[src/rtl/neuron_accum.sv]
// neuron_accum: accumulates N_TERMS signed partial sums, adds bias, shifts, saturates, optional ReLU (NEURON_RELU_EN); ports clk, rst_n, in_valid/in_ready/in_sum, bias, out_valid/out_ready/out_data, busy
module neuron_accum #(
  parameter int IN_W    = 18,
  parameter int N_TERMS = 16,
  parameter int BIAS_W  = 16,
  parameter int ACC_W   = 24,
  parameter int SHIFT   = 0,
  parameter int OUT_W   = 16
) (
  input  logic              clk,
  input  logic              rst_n,
  input  logic              in_valid,
  output logic              in_ready,
  input  logic [IN_W-1:0]   in_sum,
  input  logic [BIAS_W-1:0] bias,
  output logic              out_valid,
  input  logic              out_ready,
  output logic [OUT_W-1:0]  out_data,
  output logic              busy
);
  localparam int CNT_W = $clog2(N_TERMS + 1);
  localparam int EXT_W = (ACC_W > OUT_W ? ACC_W : OUT_W) + 1;
  localparam logic [1:0] IDLE = 2'd0, ACCUM = 2'd1, BIAS = 2'd2, OUT = 2'd3;
  localparam logic [CNT_W-1:0] LAST = CNT_W'(N_TERMS - 1);
  logic [1:0] state_q, state_d;
  logic signed [ACC_W-1:0] acc_q, acc_d, term, total, shifted;
  logic [CNT_W-1:0] cnt_q, cnt_d;
  logic out_valid_q, out_valid_d;
  logic [OUT_W-1:0] out_data_q, out_data_d, clip, act;
  logic signed [EXT_W-1:0] wide, sat_max, sat_min;
  logic take;
  assign in_ready  = state_q == IDLE || state_q == ACCUM;
  assign busy      = state_q != IDLE;
  assign out_valid = out_valid_q;
  assign out_data  = out_data_q;
  assign take      = in_valid && in_ready;
  assign term      = {{(ACC_W-IN_W){in_sum[IN_W-1]}}, in_sum};
  assign total     = acc_q + {{(ACC_W-BIAS_W){bias[BIAS_W-1]}}, bias};
  assign shifted   = total >>> SHIFT;
  assign wide      = {{(EXT_W-ACC_W){shifted[ACC_W-1]}}, shifted};
  assign sat_max   = {{(EXT_W-OUT_W+1){1'b0}}, {(OUT_W-1){1'b1}}};
  assign sat_min   = ~sat_max;
  assign clip      = wide > sat_max ? {1'b0, {(OUT_W-1){1'b1}}} :
                     wide < sat_min ? {1'b1, {(OUT_W-1){1'b0}}} : wide[OUT_W-1:0];
`ifdef NEURON_RELU_EN
  assign act = wide[EXT_W-1] ? '0 : clip;
`else
  assign act = clip;
`endif
  // acc is zero whenever IDLE, so the first term needs no separate load path
  always_comb begin
    state_d     = state_q;
    acc_d       = acc_q;
    cnt_d       = cnt_q;
    out_valid_d = out_valid_q;
    out_data_d  = out_data_q;
    if (take) begin
      acc_d   = acc_q + term;
      cnt_d   = cnt_q + 1'b1;
      state_d = cnt_q == LAST ? BIAS : ACCUM;
    end
    if (state_q == BIAS) begin
      out_data_d  = act;
      out_valid_d = 1'b1;
      state_d     = OUT;
    end
    if (state_q == OUT && out_ready) begin
      out_valid_d = 1'b0;
      acc_d       = '0;
      cnt_d       = '0;
      state_d     = IDLE;
    end
  end
  always_ff @(posedge clk or negedge rst_n) begin
    if (!rst_n) begin
      state_q     <= IDLE;
      acc_q       <= '0;
      cnt_q       <= '0;
      out_valid_q <= 1'b0;
      out_data_q  <= '0;
    end else begin
      state_q     <= state_d;
      acc_q       <= acc_d;
      cnt_q       <= cnt_d;
      out_valid_q <= out_valid_d;
      out_data_q  <= out_data_d;
    end
  end
endmodule

[config.mk]
export PLATFORM = sky130hd
export DESIGN_NAME = neuron_accum
export DESIGN_NICKNAME = d
export VERILOG_FILES = /design/src/rtl/neuron_accum.sv
export SDC_FILE = /design/constraint.sdc
export NUM_CORES = 1
export LEC_CHECK = 0
export ABC_AREA = 0
export CORE_MARGIN = 2
export CORE_UTILIZATION = 60
export CTS_BUF_LIST = sky130_fd_sc_hd__clkbuf_2
export CTS_CLUSTER_DIAMETER = 40
export DETAILED_ROUTE_END_ITERATION = 6
export PLACE_DENSITY = 0.86
export SLEW_MARGIN = 5
export SYNTH_ARGS = -nofsm -noshare
export SYNTH_HDL_FRONTEND = slang
export SYNTH_SLANG_ARGS = --single-unit
export TNS_END_PERCENT = 10
[constraint.sdc]
create_clock -name clk -period 6.2 [get_ports clk]
set_input_delay 1.55 -clock clk [delete_from_list [all_inputs] [get_ports clk]]
set_output_delay 1.55 -clock clk [all_outputs]
set_load 0.02 [all_outputs]
Yosys cells after proc, flatten, opt, wreduce, memory -nomap -nowiden

Cells that the tools add are included.

Input bits: 38
Register bits: 48

Equal/unequal tests: 4
Reduce and logical (&&, ||, !) cells: 8
Add/sub/neg operators: 3
Multiplexer cells: 12
Magnitude comparators: 2

Operators with widths:

| kind                   | number |
|---|---|
| $mux W24               | 2 |
| $mux W16               | 2 |
| $add A24 B18 Y24       | 1 |
| $add A24 B24 Y24       | 1 |
| $gt A24 B16 Y1 const B | 1 |
| $lt A24 B16 Y1 const B | 1 |
| $mux W5                | 2 |
| $mux W2                | 4 |
| $reduce_bool A2 Y1     | 3 |
| $add A5 B1 Y5 const B  | 1 |
| $eq A5 B4 Y1 const B   | 1 |
| $eq A2 B2 Y1 const B   | 2 |
| $reduce_bool A3 Y1     | 1 |
| $eq A2 B1 Y1 const B   | 1 |
| $logic_and A1 B1 Y1    | 2 |
| $logic_not A2 Y1       | 1 |
| $mux W1                | 2 |
| $logic_or A1 B1 Y1     | 1 |

Depth between registers and ports, before layout

Gate-level depths: netlist of run 1.

Word-level depth: 6
Depth in mapped cells: 12

Least setup slack after synthesis of run 1

Ideal clock, no wire load.

Path type: in2reg
Start: in bias[0]
End: reg out_data_q[0], in the netlist out_data[0]
Library setup time: 0.129 ns
Path buffers: 1
Data required time: 6.071 ns
Stages on the path: 12
Arrival: 4.227 ns
Path slack: 1.845 ns
Cells stage by stage: ha_1 -> fa_1 -> a211oi_1 -> o21a_1 -> o221ai_2 -> a31oi_1 -> o21a_1 -> nor2_1 -> or3_4 -> o32ai_4 -> buf_6 -> o22ai_1

Word-level cells in the longest chain between the ends: 4
Elaborated cells on any way between the ends: 5
Those cells by class: add/sub (1); order compare (2); mux (2)

Ends and longest elaborated chain:

| item                 | line | text |
|---|---|---|
| start, declared      | 15   | `input logic [BIAS_W-1:0] bias,` |
| $add A24 B24 Y24 (*) | 38   | `assign total = acc_q + {{(ACC_W-BIAS_W){bias[BIAS_W-1]}}, bias};` |
| $lt A24 B16 Y1       | 44   | `wide < sat_min ? {1'b1, {(OUT_W-1){1'b0}}} : wide[OUT_W-1:0];` |
| $mux W16             | 44   |  |
| $mux W16 (*)         | 43   | `assign clip = wide > sat_max ? {1'b0, {(OUT_W-1){1'b1}}} :` |
| end signal, assigned | 86   | `out_data_q <= out_data_d;` |
| end, declared        | 29   | `logic [OUT_W-1:0] out_data_q, out_data_d, clip, act;` |

Mark *: on every way between the ends. The rest lies on a longest branch, timed or not.
A chain may end at the register's enable or synchronous reset.

Worst setup path in the final report of run 1

Start: in bias[0]
End: reg out_data_q[8], in the netlist out_data[8]

The elaborated chain is that of the path after synthesis.

==> impl_metrics.py, run 1 <==
metrics = {
    "outcome": {
        "outcome": "finished clean",
    },
    "yosys": {
        "yosysUniqueCellTypes": 61,
        "synth_compound_area_share_pct": 29.9,
        "synth_nets": 609,
        "synth_top_family_by_area": "compound AO/OA/AOI/OAI gates",
        "netlist_top_cells_count": "56 x o21ai_0, 50 x nor2_1, 48 x dfrtp_1, 48 x ha_1, 40 x nand2_1",
        "synth_edf_count": 0,
        "synthXorXnorAreaFrac_pct": 6.40,
        "async_reset_ff_share_pct": 100,
        "synth_top_area_share_pct": 27.4,
        "synthSimpleGateAreaFrac_pct": 16.9,
        "synth_ff_type": "dfrtp_1",
        "synth-seq-area-share_pct": 27.4,
        "syn_avg_cell_area_um2": 8.41,
        "synthAdderAreaFrac_pct": 14.6,
        "yosysMostFrequentCell": "o21ai_0",
        "netlist_instances": 521,
        "yosysWarnings": 0,
        "muxShareOfSynthArea_pct": 1.37,
        "syn_area_mm2": 0.00438,
        "synth_largest_area_cell": "dfrtp_1",
        "synth.area.top_cells": "dfrtp_1 27%, ha_1 14%, o21ai_0 6.4%, nor2_1 4.3%, xor2_1 3.6%",
        "ys_seq_elements": 48,
    },
    "placed_design": {
        "portBuffers": 56,
        "post-dp-hpwl_mm": 8.14,
        "place.gp.congestion": 0.891,
    },
    "drt": {
        "antenna_left": 0,
        "route.detailed.drc": 0,
        "wl_mm": 10.6,
        "vias": 4079,
        "drt-initial-drc-count": 233,
        "first_pass_iters": 4,
        "avgViaCountPerCell": 6.11,
        "wl_per_cell_um": 15.9,
    },
    "cts": {
        "clock_tree.root_cell": "clkbuf_2",
        "cts_max_level": 2,
        "cts_tree": "done",
        "cts_resized": 0,
        "clkTransAtPathRegs_ns": 0.26,
        "insertion_delay_ns": 0.42,
        "cts_hold_buf": 0,
        "cts.path.max_buffers": 2,
        "cts_sinks": 48,
        "post_cts_buffers": 0,
        "cts_buffers": 5,
    },
    "setup_path": {
        "worstReg2RegEnd": "out_data[8]$_DFFE_PN0P_",
        "rr_worst_depth": 11,
        "r2r-start": "acc_q[0]$_DFFE_PN0P_",
        "crit_type": "in2reg",
        "crit_path_end_kind": "flop",
        "path_common_cell": "o21a_1",
        "crit_required_ns": 6.49,
        "path_max_fanout": 15,
        "r2r_slack_ns": 2.47,
        "crit_arrival_ns": 5.10,
        "cpPeakStageDelay_ns": 0.61,
        "path_cells": "clkdlybuf4s50_1, ha_1, fa_1, a211oi_1, o21a_1, o221ai_2, a31oi_1, o21a_1, nor2_1, or3_4, o32ai_4, o22ai_1",
        "crit_slowest_cell": "o32ai_4",
        "worstSetupStartpointType": "input port",
    },
    "power": {
        "p_leak_nw": 2.20,
        "power_density_mw_per_mm2": 502,
        "irDropWorstVdd_uv": 237,
        "finalPower_w": 0.00254,
    },
    "die": {
        "row_count": 31,
        "die_area_mm2": 0.00800,
        "die_w_um": 89.4,
        "start_util_pct": 61.0,
        "ios": 57,
        "coreArea_mm2": 0.00718,
        "die_h_um": 89.4,
    },
    "timing": {
        "finalSetupViolations": 0,
        "worst_pin_slew_ns": 1.11,
        "period_share_pct": 77.5,
        "maxSlewHeadroom_pct": 26.0,
        "grt_setup_unrepaired": "no",
        "fin_skew_ns": 0.0138,
        "max_freq_ghz": 0.208,
        "final-hold-violation-count": 0,
        "drv_slew": 0,
        "timing.final.crit_period_ns": 4.81,
        "finalSetupTns_ns": 0,
    },
    "worst_hold_path": {
        "hold_end": "out_valid$_DFFE_PN0P_",
        "min_path_cells": 2,
        "hold_class": "reg2reg",
        "min_from": "out_valid$_DFFE_PN0P_",
    },
    "layout": {
        "diodes": 0,
        "syn_to_final_growth_pct": 15.5,
        "fillers": 573,
        "nets": 656,
        "drive_gt1_share_pct": 4.22,
    },
    "grt": {
        "grt_max_degree": 49,
        "grt_pass1_vias": 3821,
        "grt_pass1_wl_mm": 17.7,
        "grt_overflow_total": 0,
        "antenna_found_initial": 0,
        "grtUsageTotal_pct": 27.8,
    },
    "flow_run": {
        "maxCapViolations": 0,
    },
}
[cell usage in the layout (no fill, tap or decap), drive strengths merged, types with 3 or more instances in the layout]
cell | netlist | layout
a211o | 6 | 6
a211oi | 11 | 11
a21o | 16 | 16
a21oi | 28 | 28
a31oi | 8 | 8
a41oi | 3 | 3
and3 | 6 | 6
buf | 3 | 3
clkbuf | 15 | 6
clkdlybuf4s50 | 0 | 55
dfrtp | 48 | 48
ha | 48 | 48
inv | 19 | 19
mux2i | 6 | 6
nand2 | 40 | 40
nand2b | 3 | 3
nand3 | 17 | 17
nand4 | 4 | 4
nor2 | 50 | 50
nor2b | 5 | 5
nor3 | 8 | 8
nor3b | 5 | 5
o211ai | 5 | 5
o21a | 12 | 12
o21ai | 56 | 56
o21bai | 6 | 6
o22ai | 17 | 17
o31a | 5 | 5
o31ai | 5 | 5
or2 | 4 | 4
or3 | 4 | 4
xnor2 | 14 | 14
xor2 | 18 | 18
[flip-flops by register name (all words and copies together) (netlist names)]
name / cells
out_data: 16
acc_q: 24
out_valid: 1
cnt_q: 5
state_q: 2
[cells by family after synthesis]
group / count (synthesis)
AOI/OAI and AO/OA: 194
xor gates and xnor gates: 32
buffers and inverters: 37
DFF: 48
and+or+nand+nor: 154
adders and majority gates: 50
muxes: 6
[metrics by stage]
stage | setup slack, ns | std cells | util [%] | hold slack [ns] | cell area, um^2
detailed placement | 0.955 | 660 | 69.6 | 0.477 | 4990
finish | 1.39 | 668 | 70.5 | 0.543 | 5060
floorplan | 1.84 | 521 | - | 0.469 | 4380
CTS | 1.44 | 668 | 70.5 | 0.538 | 5060
global route | 1.14 | 668 | 70.5 | 0.597 | 5060
global placement | 1.07 | 660 | 69.6 | 0.474 | 4990
[power breakdown]
group | total, W | switching [W] | internal [W]
Combinational | 0.00180 | 0.00101 | 0.000791
Sequential | 0.000563 | 0.000126 | 0.000437
Clock | 0.000176 | 0.000106 | 0.0000693
Total | 0.00254 | 0.00124 | 0.00130
[worst max-delay path: cells and delay by family]
kind,cells,cell delay [ns]
AO/OA/AOI/OAI,7,2.02
adder cells (fa/ha/maj),2,0.66
AND/OR/NAND/NOR,2,0.45
buffers and inverters,1,0.40
[metal layers]
layer	track usage, %	wire length, um	up-vias	part of all wire [%]
met5	0	0	-	0
met4	4.21	34	0	0.32
met3	3.42	448	2	4.2
met2	46.5	5090	96	48
met1	39.3	5050	1939	47
li1	-	-	2042	-
[worst max path at each step]
stage                 start  depth (start not counted)                       to  slack [ns]
finish              bias[0]                         12  out_data[8]$_DFFE_PN0P_        1.39
global route        bias[0]                         12  out_data[2]$_DFFE_PN0P_        1.14
CTS                 bias[0]                         12  out_data[8]$_DFFE_PN0P_        1.44
detailed placement  bias[0]                         12  out_data[8]$_DFFE_PN0P_        0.95
global placement    bias[0]                         12  out_data[2]$_DFFE_PN0P_        1.07
floorplan           bias[0]                         12  out_data[0]$_DFFE_PN0P_        1.84
[layout make-up]
class	instances	area [um^2]	share of cell area, %
Clock buffer	6	30.0	0.593
Timing Repair Buffer	58	571	11.3
Clock inverter	2	35.0	0.692
Tap cell	99	124	2.45
Inverter	19	71.3	1.41
Sequential cell	48	1200	23.7
Multi-Input combinational cell	436	3030	59.8
No activity file was read; power rests on OpenSTA's default activity.
==> inputs of run 2 (changes only) <==
- CORE_UTILIZATION: 60 -> 58
- PLACE_DENSITY: 0.86 -> 0.83
- clock period: 6.2 -> 4.6 ns (I/O delays scaled with it)
==> impl_metrics.py, run 2 (synthesis results as in run 1) <==
metrics = {
    "outcome": {
        "outcome": "finished clean",
    },
    "layout": {
        "drive_gt1_share_pct": 5.21,
        "syn_to_final_growth_pct": 16.5,
        "diodes": 0,
        "utilization_pct": 70.0,
        "mostFrequentLayoutCell": "o21ai_0",
        "instances_no_fill": 675,
        "top_register": "acc_q",
        "mostFrequentLayoutCells": "56 x o21ai_0, 55 x clkdlybuf4s50_1, 50 x nor2_1, 48 x ha_1, 48 x dfrtp_1",
        "largest_reg_flops": 24,
        "nets": 663,
    },
    "worst_hold_path": {
        "hold_class": "reg2reg",
    },
    "die": {
        "die_h_um": 90.9,
        "die_w_um": 90.9,
        "ios": 57,
        "start_util_pct": 60.1,
        "coreArea_mm2": 0.00729,
        "row_count": 31,
        "die_area_mm2": 0.00826,
    },
    "drt": {
        "route.detailed.drc": 0,
        "vias": 4164,
        "first_pass_iters": 5,
        "avgViaCountPerCell": 6.17,
        "wl_per_cell_um": 15.8,
        "wl_mm": 10.7,
        "antenna_left": 0,
        "drt-initial-drc-count": 185,
    },
    "grt": {
        "grt_overflow_total": 0,
        "grt_max_degree": 49,
        "grt_pass1_wl_mm": 18.8,
        "antenna_found_initial": 0,
        "grtUsageTotal_pct": 27.2,
        "grt_pass1_vias": 4002,
    },
    "power": {
        "pwr-share-clk_pct": 5.2,
        "power_switching_w": 0.00167,
        "p_leak_nw": 2.22,
        "power_density_mw_per_mm2": 665,
        "p_seq_share_pct": 22.4,
        "p_int_w": 0.00172,
        "irDropWorstVdd_uv": 291,
        "switching_share_pct": 49.3,
        "power_frac_comb_pct": 72.4,
        "finalPower_w": 0.00339,
    },
    "cts": {
        "cts_max_level": 2,
        "cts_sinks": 48,
        "cts_buffers": 5,
        "cts_tree": "done",
        "clkTransAtPathRegs_ns": 0.25,
        "cts_hold_buf": 0,
        "clock_tree.root_cell": "clkbuf_2",
        "post_cts_buffers": 0,
        "cts.path.max_buffers": 2,
        "insertion_delay_ns": 0.42,
        "cts_resized": 0,
    },
    "setup_path": {
        "crit_required_ns": 4.89,
        "path_max_fanout": 15,
        "worstSetupStartpointType": "input port",
        "crit_arrival_ns": 4.65,
        "crit_type": "in2reg",
        "crit_path_end_kind": "flop",
    },
    "placed_design": {
        "placed_cells_incl_taps": 667,
        "post-dp-hpwl_mm": 8.32,
        "place.gp.congestion": 0.859,
        "portBuffers": 56,
    },
    "flow_run": {
        "maxCapViolations": 0,
    },
    "timing": {
        "fin_skew_ns": 0.0158,
        "finalSetupViolations": 0,
        "drv_slew": 0,
        "max_freq_ghz": 0.229,
        "grt_setup_unrepaired": "no",
        "timing.final.crit_period_ns": 4.36,
        "period_share_pct": 94.7,
        "worst_pin_slew_ns": 1.04,
        "whs_ns": 0.530,
        "final-hold-violation-count": 0,
        "maxSlewHeadroom_pct": 30.3,
    },
}
[run 2: worst paths after layout]
path                                            end                  start  slack, ns  cells past startpoint
hold / removal                out_valid$_DFFE_PN0P_  out_valid$_DFFE_PN0P_       0.53                      2
hold reg to reg               out_valid$_DFFE_PN0P_  out_valid$_DFFE_PN0P_       0.53                      2
setup reg to reg            out_data[2]$_DFFE_PN0P_   acc_q[0]$_DFFE_PN0P_       0.95                     11
setup / recovery            out_data[2]$_DFFE_PN0P_                bias[0]       0.24                     12
max in group asynchronous      cnt_q[0]$_DFFE_PN0P_                  rst_n       3.41                      2
min in group asynchronous  out_data[13]$_DFFE_PN0P_                  rst_n       0.78                      2
[run 2: critical path: stages]
cell	delay, ns
clkdlybuf4s50_1	0.44
ha_1	0.25
fa_1	0.40
a211oi_1	0.35
o21a_1	0.24
o221ai_2	0.12
a31oi_1	0.24
o21a_1	0.19
nor2_1	0.06
or3_4	0.39
a41oi_2	0.61
o22ai_1	0.20
[run 2: power groups by stage]
stage | Sequential [W] | Combinational, W | Clock [W]
floorplan | 0.000748 | 0.00186 | 0
global placement | 0.000758 | 0.00232 | 0
detailed placement | 0.000770 | 0.00241 | 0
CTS | 0.000758 | 0.00243 | 0.000181
global route | 0.000783 | 0.00275 | 0.000202
finish | 0.000760 | 0.00245 | 0.000177
[run 2: metrics by stage]
| stage | setup TNS, ns | setup slack [ns] | instance area (um^2) |
|---|---|---|---|
| 3_5_place_dp | -1.98 | -0.195 | 5060 |
| 4_1_cts | 0 | 0.278 | 5100 |
| 2_1_floorplan | 0 | 0.645 | 4380 |
| 5_1_grt | 0 | 0.00792 | 5100 |
| 6_report | 0 | 0.242 | 5100 |
| 3_3_place_gp | -0.316 | -0.0623 | 5060 |
[run 2: cell type report]
type                    instances  area (um^2)
multi-input cells             436         3030
fillers                       635         2190
flip-flops and latches         48         1200
inverters                      19         71.3
well taps                      99          124
clock inverters                 2         11.3
repair buffers                 65          636
clock buffers                   6         30.0
[run 2: metal layers]
metal / track usage (%) / wire length [um] / vias to the layer above
li1: - / - / 2057
met1: 38.3 / 4940 / 1965
met2: 45.0 / 5090 / 132
met3: 3.51 / 549 / 10
met4: 5.43 / 97 / 0
met5: 0 / 0 / -
